[src/rtl/v810_bus_pkg.sv]
// -----------------------------------------------------------------------------
// v810_bus_pkg
//
// Shared definitions for V810 external-bus target blocks:
//   - bus_state_e   : bus-cycle sequencing states of a target
//   - WAIT_W        : width of the wait-state counter (0..15 wait states)
//   - lane_read     : steers a 32-bit memory word onto the CPU data lanes
//   - lane_wdata    : steers CPU write data onto the 32-bit memory port
//   - lane_be       : maps CPU byte enables (active-low) onto memory byte
//                     enables (active-high)
//
// The lane helpers are shared with narrow (8/16-bit) peripherals, so they
// take the bus width as an argument rather than a parameter.
// -----------------------------------------------------------------------------
package v810_bus_pkg;

    typedef enum logic [1:0] {
        ST_IDLE   = 2'd0,
        ST_WAITST = 2'd1,
        ST_REQ    = 2'd2,
        ST_RDY    = 2'd3
    } bus_state_e;

    localparam int WAIT_W = 4;

    // Read data as seen by the CPU. A 16-bit device always returns its
    // halfword on D[15:0]; A[1] picks which half of the stored word.
    function automatic logic [31:0] lane_read(
        input logic [31:0] word,
        input logic        a1,
        input logic        bus16
    );
        logic [31:0] res;
        if (bus16) begin
            res = {16'h0000, (a1 ? word[31:16] : word[15:0])};
        end else begin
            res = word;
        end
        return res;
    endfunction

    // Write data towards memory. A 16-bit device only gets D[15:0] from the
    // CPU, so the halfword is mirrored and the byte enables pick the half.
    function automatic logic [31:0] lane_wdata(
        input logic [31:0] data,
        input logic        bus16
    );
        logic [31:0] res;
        if (bus16) begin
            res = {data[15:0], data[15:0]};
        end else begin
            res = data;
        end
        return res;
    endfunction

    // Byte enables towards memory (active-high). For a 16-bit device only
    // BEn[1:0] are meaningful and are moved to the half selected by A[1].
    function automatic logic [3:0] lane_be(
        input logic [3:0] ben,
        input logic       a1,
        input logic       bus16
    );
        logic [3:0] res;
        if (bus16) begin
            res = a1 ? {~ben[1:0], 2'b00} : {2'b00, ~ben[1:0]};
        end else begin
            res = ~ben;
        end
        return res;
    endfunction

endpackage : v810_bus_pkg

[src/rtl/v810_bus_target.sv]
// -----------------------------------------------------------------------------
// v810_bus_target
//
// Target (responder) side of the V810 external bus. Decodes an address
// window, inserts a fixed number of wait states, bridges the cycle to a
// req/ack memory port and answers the CPU with READYn (and SZRQn for a
// 16-bit device).
//
// Parameters
//   BASE, MASK : window select, hit when (A & MASK) == BASE
//   AW         : memory word-address width (MEM_A = A[AW+1:2])
//   WAIT       : extra CE cycles before the memory request (0..15)
//   BUS16      : 1 = behave as a 16-bit device
//
// Ports
//   CLK, RESn          : clock, asynchronous active-low reset
//   CE                 : bus-side clock enable
//   A, D_I, BEn, MRQn,
//   RW, BCYSTn, DAn    : CPU bus cycle inputs
//   D_O, READYn, SZRQn : responses to the CPU (registered)
//   MEM_A, MEM_WE,
//   MEM_BE, MEM_DI,
//   MEM_REQ            : memory request, held until MEM_ACK
//   MEM_DO, MEM_ACK    : memory response; MEM_ACK is a one-CLK pulse and
//                        does not follow CE
// -----------------------------------------------------------------------------
module v810_bus_target
    import v810_bus_pkg::*;
#(
    parameter logic [31:0] BASE  = 32'h0000_0000,
    parameter logic [31:0] MASK  = 32'h8000_0000,
    parameter int          AW    = 20,
    parameter int          WAIT  = 0,
    parameter bit          BUS16 = 1'b0
) (
    input  logic          CLK,
    input  logic          RESn,
    input  logic          CE,
    input  logic [31:0]   A,
    input  logic [31:0]   D_I,
    output logic [31:0]   D_O,
    input  logic [3:0]    BEn,
    input  logic          MRQn,
    input  logic          RW,
    input  logic          BCYSTn,
    input  logic          DAn,
    output logic          READYn,
    output logic          SZRQn,
    output logic [AW-1:0] MEM_A,
    output logic          MEM_WE,
    output logic [3:0]    MEM_BE,
    output logic [31:0]   MEM_DI,
    input  logic [31:0]   MEM_DO,
    output logic          MEM_REQ,
    input  logic          MEM_ACK
);

    localparam logic [WAIT_W-1:0] WAIT_LD = WAIT_W'(WAIT);

    bus_state_e        state_q,   state_d;
    logic [WAIT_W-1:0] cnt_q,     cnt_d;
    logic              mem_req_q, mem_req_d;
    // Ack already taken from the memory port but not yet seen by a CE cycle.
    logic              ack_pend_q, ack_pend_d;
    logic              rw_q,      rw_d;
    logic              a1_q,      a1_d;
    logic [AW-1:0]     mem_a_q,   mem_a_d;
    logic              mem_we_q,  mem_we_d;
    logic [3:0]        mem_be_q,  mem_be_d;
    logic [31:0]       mem_di_q,  mem_di_d;
    logic [31:0]       d_o_q,     d_o_d;
    logic              ready_n_q, ready_n_d;
    logic              szrq_n_q,  szrq_n_d;

    logic              win_hit;
    logic              cycle_start;

    assign win_hit     = ((A & MASK) == BASE);
    assign cycle_start = CE && !BCYSTn && !MRQn && win_hit;

    always_comb begin
        state_d    = state_q;
        cnt_d      = cnt_q;
        mem_req_d  = mem_req_q;
        ack_pend_d = ack_pend_q;
        rw_d       = rw_q;
        a1_d       = a1_q;
        mem_a_d    = mem_a_q;
        mem_we_d   = mem_we_q;
        mem_be_d   = mem_be_q;
        mem_di_d   = mem_di_q;
        d_o_d      = d_o_q;

        unique case (state_q)
            ST_IDLE: begin
                if (cycle_start) begin
                    rw_d       = RW;
                    a1_d       = A[1];
                    mem_a_d    = A[AW+1:2];
                    mem_we_d   = ~RW;
                    mem_be_d   = lane_be(BEn, A[1], BUS16);
                    ack_pend_d = 1'b0;
                    if (WAIT == 0) begin
                        state_d   = ST_REQ;
                        // Reads go out at once; writes wait for DAn.
                        mem_req_d = RW;
                    end else begin
                        state_d = ST_WAITST;
                        cnt_d   = WAIT_LD;
                    end
                end
            end

            ST_WAITST: begin
                if (CE) begin
                    cnt_d = cnt_q - 1'b1;
                    if (cnt_q == WAIT_W'(1)) begin
                        state_d   = ST_REQ;
                        mem_req_d = rw_q;
                    end
                end
            end

            ST_REQ: begin
                if (mem_req_q) begin
                    // The memory side runs on CLK, so the ack is taken (and
                    // the request dropped) whatever CE is doing.
                    if (MEM_ACK) begin
                        mem_req_d = 1'b0;
                        if (rw_q) begin
                            d_o_d = lane_read(MEM_DO, a1_q, BUS16);
                        end
                        if (CE) begin
                            state_d = ST_RDY;
                        end else begin
                            ack_pend_d = 1'b1;
                        end
                    end
                end else if (ack_pend_q) begin
                    if (CE) begin
                        state_d    = ST_RDY;
                        ack_pend_d = 1'b0;
                    end
                end else if (!rw_q && CE && !DAn) begin
                    // Write data is only valid once DAn is low.
                    mem_di_d  = lane_wdata(D_I, BUS16);
                    mem_req_d = 1'b1;
                end
            end

            ST_RDY: begin
                if (CE) begin
                    state_d = ST_IDLE;
                end
            end

            default: begin
                state_d = ST_IDLE;
            end
        endcase

        // Registered from the next state so READYn/SZRQn never depend
        // combinationally on bus inputs.
        ready_n_d = (state_d != ST_RDY);
        szrq_n_d  = !(BUS16 && (state_d == ST_RDY));
    end

    always_ff @(posedge CLK or negedge RESn) begin
        if (!RESn) begin
            state_q    <= ST_IDLE;
            cnt_q      <= '0;
            mem_req_q  <= 1'b0;
            ack_pend_q <= 1'b0;
            rw_q       <= 1'b0;
            a1_q       <= 1'b0;
            mem_a_q    <= '0;
            mem_we_q   <= 1'b0;
            mem_be_q   <= 4'h0;
            mem_di_q   <= 32'h0;
            d_o_q      <= 32'h0;
            ready_n_q  <= 1'b1;
            szrq_n_q   <= 1'b1;
        end else begin
            state_q    <= state_d;
            cnt_q      <= cnt_d;
            mem_req_q  <= mem_req_d;
            ack_pend_q <= ack_pend_d;
            rw_q       <= rw_d;
            a1_q       <= a1_d;
            mem_a_q    <= mem_a_d;
            mem_we_q   <= mem_we_d;
            mem_be_q   <= mem_be_d;
            mem_di_q   <= mem_di_d;
            d_o_q      <= d_o_d;
            ready_n_q  <= ready_n_d;
            szrq_n_q   <= szrq_n_d;
        end
    end

    assign D_O     = d_o_q;
    assign READYn  = ready_n_q;
    assign SZRQn   = szrq_n_q;
    assign MEM_A   = mem_a_q;
    assign MEM_WE  = mem_we_q;
    assign MEM_BE  = mem_be_q;
    assign MEM_DI  = mem_di_q;
    assign MEM_REQ = mem_req_q;

endmodule : v810_bus_target
[config.mk]
export PLATFORM = sky130hd
export DESIGN_NAME = v810_bus_target
export DESIGN_NICKNAME = d
export VERILOG_FILES = /design/src/rtl/v810_bus_pkg.sv /design/src/rtl/v810_bus_target.sv
export SDC_FILE = /design/constraint.sdc
export NUM_CORES = 1
export LEC_CHECK = 0
export CORE_UTILIZATION = 30
export CTS_CLUSTER_DIAMETER = 60
export DETAILED_ROUTE_END_ITERATION = 10
export HOLD_SLACK_MARGIN = 0.06
export PLACE_DENSITY = 0.72
export SYNTH_ARGS = -nofsm -noshare
export SYNTH_HDL_FRONTEND = slang
export SYNTH_SLANG_ARGS = --single-unit
[constraint.sdc]
create_clock -name CLK -period 2 [get_ports CLK]
set_input_delay 0.2 -clock CLK [delete_from_list [all_inputs] [get_ports CLK]]
set_output_delay 0.2 -clock CLK [all_outputs]
set_load 0.02 [all_outputs]
# After elaboration in Yosys (flattened, before gate mapping)
# Index checks and enable logic that the tools add are counted.
# totals
ff_bits	99
input_bits	108
out_inout_bits	92
elab_cells	69
# classes
n_addsub	1
eq_ne	10
n_mux	24
bitwise	4
reduce_logical	19
# ops
cell	n
32-bit logical NOT	1
2-bit 2-to-1 mux	8
4-bit AND reduction	4
1-bit 2-to-1 mux	13
2-bit != test, second input constant	4
2-bit one-hot mux with 4 select lines	1
3-bit != test, second input constant	2
1-bit logical AND	5
2-bit equality test, second input constant	2
4-bit by 1-bit equality test with 1-bit output, second input constant	1
1-bit logical NOT	4
4-bit inverter	1
2-bit AND reduction	2
4-bit by 1-bit subtractor with 4-bit output, second input constant	1
1-bit inverter	3
1-bit one-hot mux with 3 select lines	1
3-bit nonzero test	1
2-bit by 1-bit equality test with 1-bit output, second input constant	1
2-bit logical NOT	1
1-bit one-hot mux with 2 select lines	1
2-bit nonzero test	1

# Depth between registers and ports, before layout
# Gate-level depths: netlist of the first run.
# depth
word_depth	7
mapped_depth	6
mapped_depth_nobuf	6

# Worst setup path after synthesis of the first run
# OpenSTA, ideal clock, no wires.
# synth_path
kind	reg-to-reg
start	register state_q[0]
end	register mem_di_q[10] (netlist: MEM_DI[10])
setup_time_ps	125
arrival_time_ps	1595
t_required_ps	1875
setup_slack_ps	280
stages_incl_launch_ff	6
path_buffers	1
period_less_slack_ps	1720
path_cell_list	dfrtp_1 -> inv_1 -> ha_1 -> nand3_1 -> clkbuf_1 -> mux2_2
# synth_between
elab_chain_cells	2
# synth_lines
element	line_no	text
start, declared	v810_bus_target.sv:60	bus_state_e state_q, state_d;
start signal, assigned	v810_bus_target.sv:184	state_q <= state_d;
2-bit equality test	v810_bus_target.sv:94	unique case (state_q)
4-bit AND reduction (no line)	--	
end signal, assigned	v810_bus_target.sv:193	mem_di_q <= mem_di_d;
end, declared	v810_bus_target.sv:70	logic [31:0] mem_di_q, mem_di_d;
# Every way passes these cells.
# A chain may end at the register's enable or synchronous reset.

# Final worst setup path of the first run
# layout_path
start	register cnt_q[1]
end	register mem_req_q (netlist: MEM_REQ)
# layout_between
elab_chain_cells	3
# layout_lines
element	line_no	text
start, declared	v810_bus_target.sv:61	logic [WAIT_W-1:0] cnt_q, cnt_d;
start signal, assigned	v810_bus_target.sv:185	cnt_q <= cnt_d;
4-bit by 1-bit equality test with 1-bit output	v810_bus_target.sv:117	if (cnt_q == WAIT_W'(1)) begin
2-bit != test (no line)	--	
4-bit AND reduction (no line)	--	
end signal, assigned	v810_bus_target.sv:186	mem_req_q <= mem_req_d;
end, declared	v810_bus_target.sv:62	logic mem_req_q, mem_req_d;
# Every way passes these cells.

==> results of run 1 <==
-- layer usage --
metal  vias up  global-route usage, %  part of all wire (%)
met1      1417                  13.94                    36
met5         -                      0                     0
li1       1307                      -                     -
met4         0                  6.923                   2.4
met2       111                  24.85                    52
met3        18                  6.591                   9.2
-- state kept, by name, summed over array words and instances, names as in the netlist --
register    count
MEM_DI         32
cnt_q           4
D_O            32
state_q         2
READYn          1
MEM_WE          1
ack_pend_q      1
rw_q            1
MEM_REQ         1
MEM_A          20
MEM_BE          4
-- logic make-up after synthesis --
group,share of synthesized area (%)
simple gates,3.442
xor+xnor,0.6693
flops,63.13
buf+inv,2.071
fa+ha+maj,2.231
compound gates,3.155
other cells,0.09551
mux,25.21
-- layout by cell type (no fill, tap or decap), drive strengths merged, types with 2 or more instances in the layout --
master and count:
xnor2 3, or3 2, nor2b 2, nand3 2, clkbuf 15, mux2 87, nor2 3, nand4b 2
clkdlybuf4s50 186, nand2 10, buf 10, dfrtp 98, ha 7, o21ai 10, inv 7
-- final timing paths --
| path | start | to | slack [ps] | depth (start not counted) |
|---|---|---|---|---|
| min in group CLK | BEn[0] | MEM_BE[0] | 430 | 2 |
| worst min register to register | MEM_BE[2] | MEM_BE[2] | 500 | 2 |
| worst max register to register | cnt_q[1] | MEM_REQ | 160 | 6 |
| max in group asynchronous | RESn | READYn | 1080 | 3 |
| worst min-delay path | RESn | MEM_A[3] | 320 | 2 |
| worst max-delay path | cnt_q[1] | MEM_REQ | 160 | 6 |
-- worst max-delay path, stage by stage, from the launching register on --
cell	delay, ps
dfrtp_1	400
inv_1	90
ha_1	160
inv_1	50
o41a_1	330
or3_1	380
mux2_1	330
-- layout make-up --
type / instances / share of cell area [%]
Timing Repair Buffer: 197 / 31.09
Clock inverter: 1 / 0.4704
Inverter: 7 / 0.4116
Clock buffer: 15 / 4.351
Multi-Input combinational cell: 143 / 21.48
Sequential cell: 99 / 38.83
Tap cell: 172 / 3.371
-- per-stage QoR --
step                TNS, ps  hold WS, ps  instance area [sq um]
global placement          0        140.7                   6066
floorplan                 0       -95.59                   3926
CTS                       0        324.0                   6384
finish                    0        324.8                   6384
detailed placement   -19.73        142.8                   6066
global route              0        351.8                   6384
-- power by group through the flow --
| stage | combinational, W | clock [W] | sequential (W) |
|---|---|---|---|
| final | 0.00415 | 0.00177 | 0.00335 |
| after global routing | 0.00440 | 0.00192 | 0.00345 |
| after CTS | 0.00420 | 0.00185 | 0.00335 |
| after detailed placement | 0.00418 | 0 | 0.00338 |
| after global placement | 0.00412 | 0 | 0.00333 |
| after floorplan | 0.000989 | 0 | 0.00436 |
-- repair_timing --
item | 4_1_cts | 5_1_grt
hold buffers | 1 | 0
setup buffers | 0 | 0
endpoints found under the hold margin | 25 | 0
==> run metrics, run 1 <==
clock network fraction of total power a little under a fifth; Mean Syn Cell Area around 15 sq um; worst-path fanout max 3; number of synthesized register bits 99; WL final slightly above 9000 microns; antenna diode count 0; clock-pin slew on the worst setup and hold paths ~60 ps; synth-to-layout area growth 62.59%; Hold Vio Cnt, Final 0; min cycle time layout around 1800 ps; ANT nets after route 0; clk sinks 99; sequential power share between 30 and 40%; DRC 0; Non-Filler Instances between 600 and 700; filler cell count about 1100; post-layout net count approximately 570; peak supply drop 0.6043 mV; Placer Congestion 0.8245; Post-synth EDFFs 0; CTS tree yes; commonest cells in the netlist dfrtp_1, mux2_2, nand2_1, o21ai_0; number of vias per cell 4.500; dpl ws -19.73 ps; predominant post-synthesis flop cell dfrtp_1; io pins 200; worst clock skew slightly above 5 ps; sequential fraction of the synthesis area 63.13%; synth unique cells 34; vias in the first global route 3053; endpoints failing setup 0; critical path class flip-flop to flip-flop; post-route setup slack between 150 and 200 ps; routed vias roughly 2900; Logic pwr share around 45%; Longest Clk Path Bufs 2; GR Overflow Total 0; Synth area leaders dfrtp_1, mux2_2, ha_1; routed wire length per instance ~15 microns; Die ar. 0.01355 sq mm; ys async rst share 100.0%; max_cap viols 0; Tot Pwr roughly 0.0093 W; Final period util 92.11%; Syn Nets around 380; Post-Synthesis Cells between 200 and 300; area taken by multi-input logic gates ~0.0014 sq mm; CP Capture Type flip-flop; utilization after layout roughly half; Worst-Skew Late Latency 340 ps; Max Clk Rate ~0.54 GHz; post-synth top area share between 60 and 70%; Yosys warning count 0; H-tree depth 3; Core Box Area approximately 0.013 sq mm; pin count of the biggest net entering global routing 42; DR iter-0 viols 85; register area between 0.002 and 0.0025 sq mm; Die Height approximately 120 microns; unrepaired setup endpoints after global routing no; Resize count post-CTS 0; Final Max Slew Viols 0; first-pass GRT wire length 14380 microns; placed cell count roughly 600; worst hold path type input port to async pin; Detail Placement HPWL between 7000 and 8000 microns; 1st-pass router iterations 4; P_leak between 2 and 3 nW; initial core utilization 30.99%; Critical Path RT approximately 2200 ps; worst path arrival time 2060 ps; status complete, no violations; post-synth top area cell dfrtp_1; CTS Buf Count 9; Startpoint Class flip-flop; Power Internal 0.006218 W; P_sw 0.003050 W; Die W roughly 120 microns; share of layout cells above drive strength 1 about 25%; Cell Area, Synth a little under 0.004 sq mm; Port Buffers roughly 190; PD cells 1452 mW/mm^2; initial antenna violation count 0; Net Sw Frac between 30% and 40%; FP Rows between 40 and 50; top-count cell post-synth dfrtp_1; Total GRT Usage between 10% and 20%; Root Buffer clkbuf_16
(Power assumes the default switching activity.)
==> inputs of run 2 (changes only) <==
--- a/config.mk
+++ b/config.mk
@@ -5,6 +5,7 @@
 export SDC_FILE = /design/constraint.sdc
 export NUM_CORES = 1
 export LEC_CHECK = 0
+export ABC_AREA = 0
 export CORE_UTILIZATION = 30
 export CTS_CLUSTER_DIAMETER = 60
 export DETAILED_ROUTE_END_ITERATION = 10
==> constraint.sdc (replaced) <==
create_clock -name CLK -period 2 [get_ports CLK]
set_input_delay 0.2 -clock CLK [delete_from_list [all_inputs] [get_ports CLK]]
set_output_delay 0.2 -clock CLK [all_outputs]
set_load 0.01 [all_outputs]
==> results of run 2 <==
The final DEF is identical to that of run 1. Status: complete, no violations.
Main changes from that run: total power 0.009268 W -> 0.008623 W; worst IR drop on VDD 0.6043 mV -> 0.5723 mV
==> inputs of run 3 (changes only) <==
--- a/config.mk
+++ b/config.mk
@@ -10,6 +10,7 @@
 export CTS_CLUSTER_DIAMETER = 60
 export DETAILED_ROUTE_END_ITERATION = 10
 export HOLD_SLACK_MARGIN = 0.06
+export MAX_ROUTING_LAYER = met4
 export PLACE_DENSITY = 0.72
 export SYNTH_ARGS = -nofsm -noshare
 export SYNTH_HDL_FRONTEND = slang
==> run 3 against run 2 <==
Effect of this change: clock skew about the same; clock-buffer cell count unchanged; largest cell class unchanged; non-clock buffer count unchanged; critical path depth unchanged; combinational power about the same; worst setup slack worse by 0.74 ps.
==> run metrics, run 3 (same netlist as run 1, synthesis figures left out) <==
1st-pass router iterations 4; post-CTS setup buffers 0; Hold Vio Cnt, Final 0; area post-placement 0.006066 sq mm; Tot Pwr roughly 0.0086 W; ANT nets after route 0; DR iter-0 viols 84; Die ar. between 0.01 and 0.015 sq mm; max_cap viols 0; Net Sw Frac 28.01%; worst path arrival time approximately 2100 ps; hold buffers post-CTS 1; endpoints failing setup 0; DRC 0; clk sinks 99; routed wire length per instance between 10 and 15 microns; unrepaired setup endpoints after global routing no; post-layout net count ~570; io pins 200; post-route setup slack 157.1 ps; min cycle time layout 1843 ps; Max Clk Rate around 0.54 GHz; Total GRT Usage between 10% and 20%; pin count of the biggest net entering global routing 42; CTS Buf Count 9; Worst-Skew Late Latency 340 ps; antenna diode count 0; most frequent cells in the layout clkdlybuf4s50_1, dfrtp_1, mux2_2, nand2_1, o21ai_0; reg2reg setup slack between 150 and 200 ps; share of layout cells above drive strength 1 24.68%; Detail Placement HPWL 7073 microns; peak supply drop about 0.58 mV; filler cell count approximately 1100; cell breakdown of the critical path inv_1 > ha_1 > inv_1 > o41a_1 > or3_1 > mux2_1; Port Buffers between 150 and 200; commonest non-fill, non-tap cell in the layout clkdlybuf4s50_1; Critical Path RT 2220 ps; Logic pwr share between 40% and 50%; Critical R2R Capture MEM_REQ; final instance area ~0.0064 sq mm; routed vias about 2800; initial antenna violation count 0; Final period util roughly 90%; GR Overflow Total 0; worst-path fanout max 3; vias in the first global route about 3100; synth-to-layout area growth 62.59%; dpl ws -19.73 ps; WL final 9354 microns; worst reg2reg path depth 6; critical path launch point cnt_q[1]; slowest stage delay, CP 400 ps; worst clock skew ~5.4 ps; clock network fraction of total power between 20% and 30%; clock-pin slew on the worst setup and hold paths 60 ps; Die W between 100 and 150 microns; FP Rows around 40; first-pass GRT wire length about 14000 microns; H-tree depth 3; Resize count post-CTS 0; Longest Clk Path Bufs 2; CP most frequent cell inv_1; critical path class flip-flop to flip-flop; Power Internal about 0.0062 W; Slowest cell on crit path dfrtp_1; CTS tree yes; status complete, no violations; initial core utilization 30.99%; P_sw about 0.0024 W; Placer Congestion 0.8369; sequential power share between 30% and 40%; Die Height ~120 microns; P_leak ~2.8 nW; Startpoint Class flip-flop; PD cells 1352 mW/mm^2; number of vias per cell around 4.5; Final Max Slew Viols 0; R2R Path Start cnt_q[1]; Core Box Area ~0.013 sq mm; Critical Path Sink MEM_REQ; CP Capture Type flip-flop; worst hold path type input port to async pin; Root Buffer clkbuf_16
run 3: cell counts in the layout (fill, tap and decap cells not counted):
No cell type changed its count.
run 3: worst max-delay path, delay by kind of cell (launching register included):
| family | cells | cell delay (ps) |
|---|---|---|
| AOI/OAI and AO/OA | 1 | 330 |
| adders and majority gates | 1 | 160 |
| buffers and inverters | 2 | 140 |
| DFF | 1 | 400 |
| muxes | 1 | 330 |
| and+or+nand+nor | 1 | 380 |
run 3: area by class of cell:
cell class	count	area, sq um	area share, %
clock buffers	15	277.8	4.351
clock inverters	1	30.03	0.4704
inverters	7	26.28	0.4116
repair buffers	197	1984	31.09
well taps	172	215.2	3.371
multi-input cells	143	1371	21.48
flip-flops and latches	99	2479	38.83
run 3: power by group through the flow:
stage                     combinational (W)  sequential, W  clock (W)
final                               0.00351        0.00335    0.00178
after global routing                0.00375        0.00345    0.00194
after CTS                           0.00356        0.00335    0.00185
after detailed placement            0.00354        0.00338          0
after global placement              0.00347        0.00333          0
after floorplan                    0.000992        0.00373          0
run 3: per-stage QoR:
| step | TNS (ps) | cells | utilization (%) | hold slack (ps) |
|---|---|---|---|---|
| after floorplan | 0 | 260 | - | -95.59 |
| after global placement | 0 | 617 | 47.87 | 140.7 |
| after detailed placement | -19.73 | 617 | 47.87 | 142.8 |
| after CTS | 0 | 634 | 50.38 | 324.0 |
| after global routing | 0 | 634 | 50.38 | 346.0 |
| final | 0 | 634 | 50.38 | 324.8 |
run 3: worst min path at each step:
stage	from	slack, ps	to
after floorplan	RESn	-100	D_O[0]
after global placement	RESn	140	MEM_A[3]
after detailed placement	RESn	140	rw_q
after CTS	RESn	320	MEM_A[3]
after global routing	RESn	350	MEM_A[3]
final	RESn	320	MEM_A[3]
run 3: routing by layer:
| layer | vias up | global-route usage [%] | share of wire (%) |
|---|---|---|---|
| li1 | 1306 | - | - |
| met1 | 1417 | 15.26 | 38 |
| met2 | 107 | 24.77 | 53 |
| met3 | 15 | 5.501 | 6.5 |
| met4 | 0 | 5.897 | 1.7 |
| met5 | - | - | 0 |
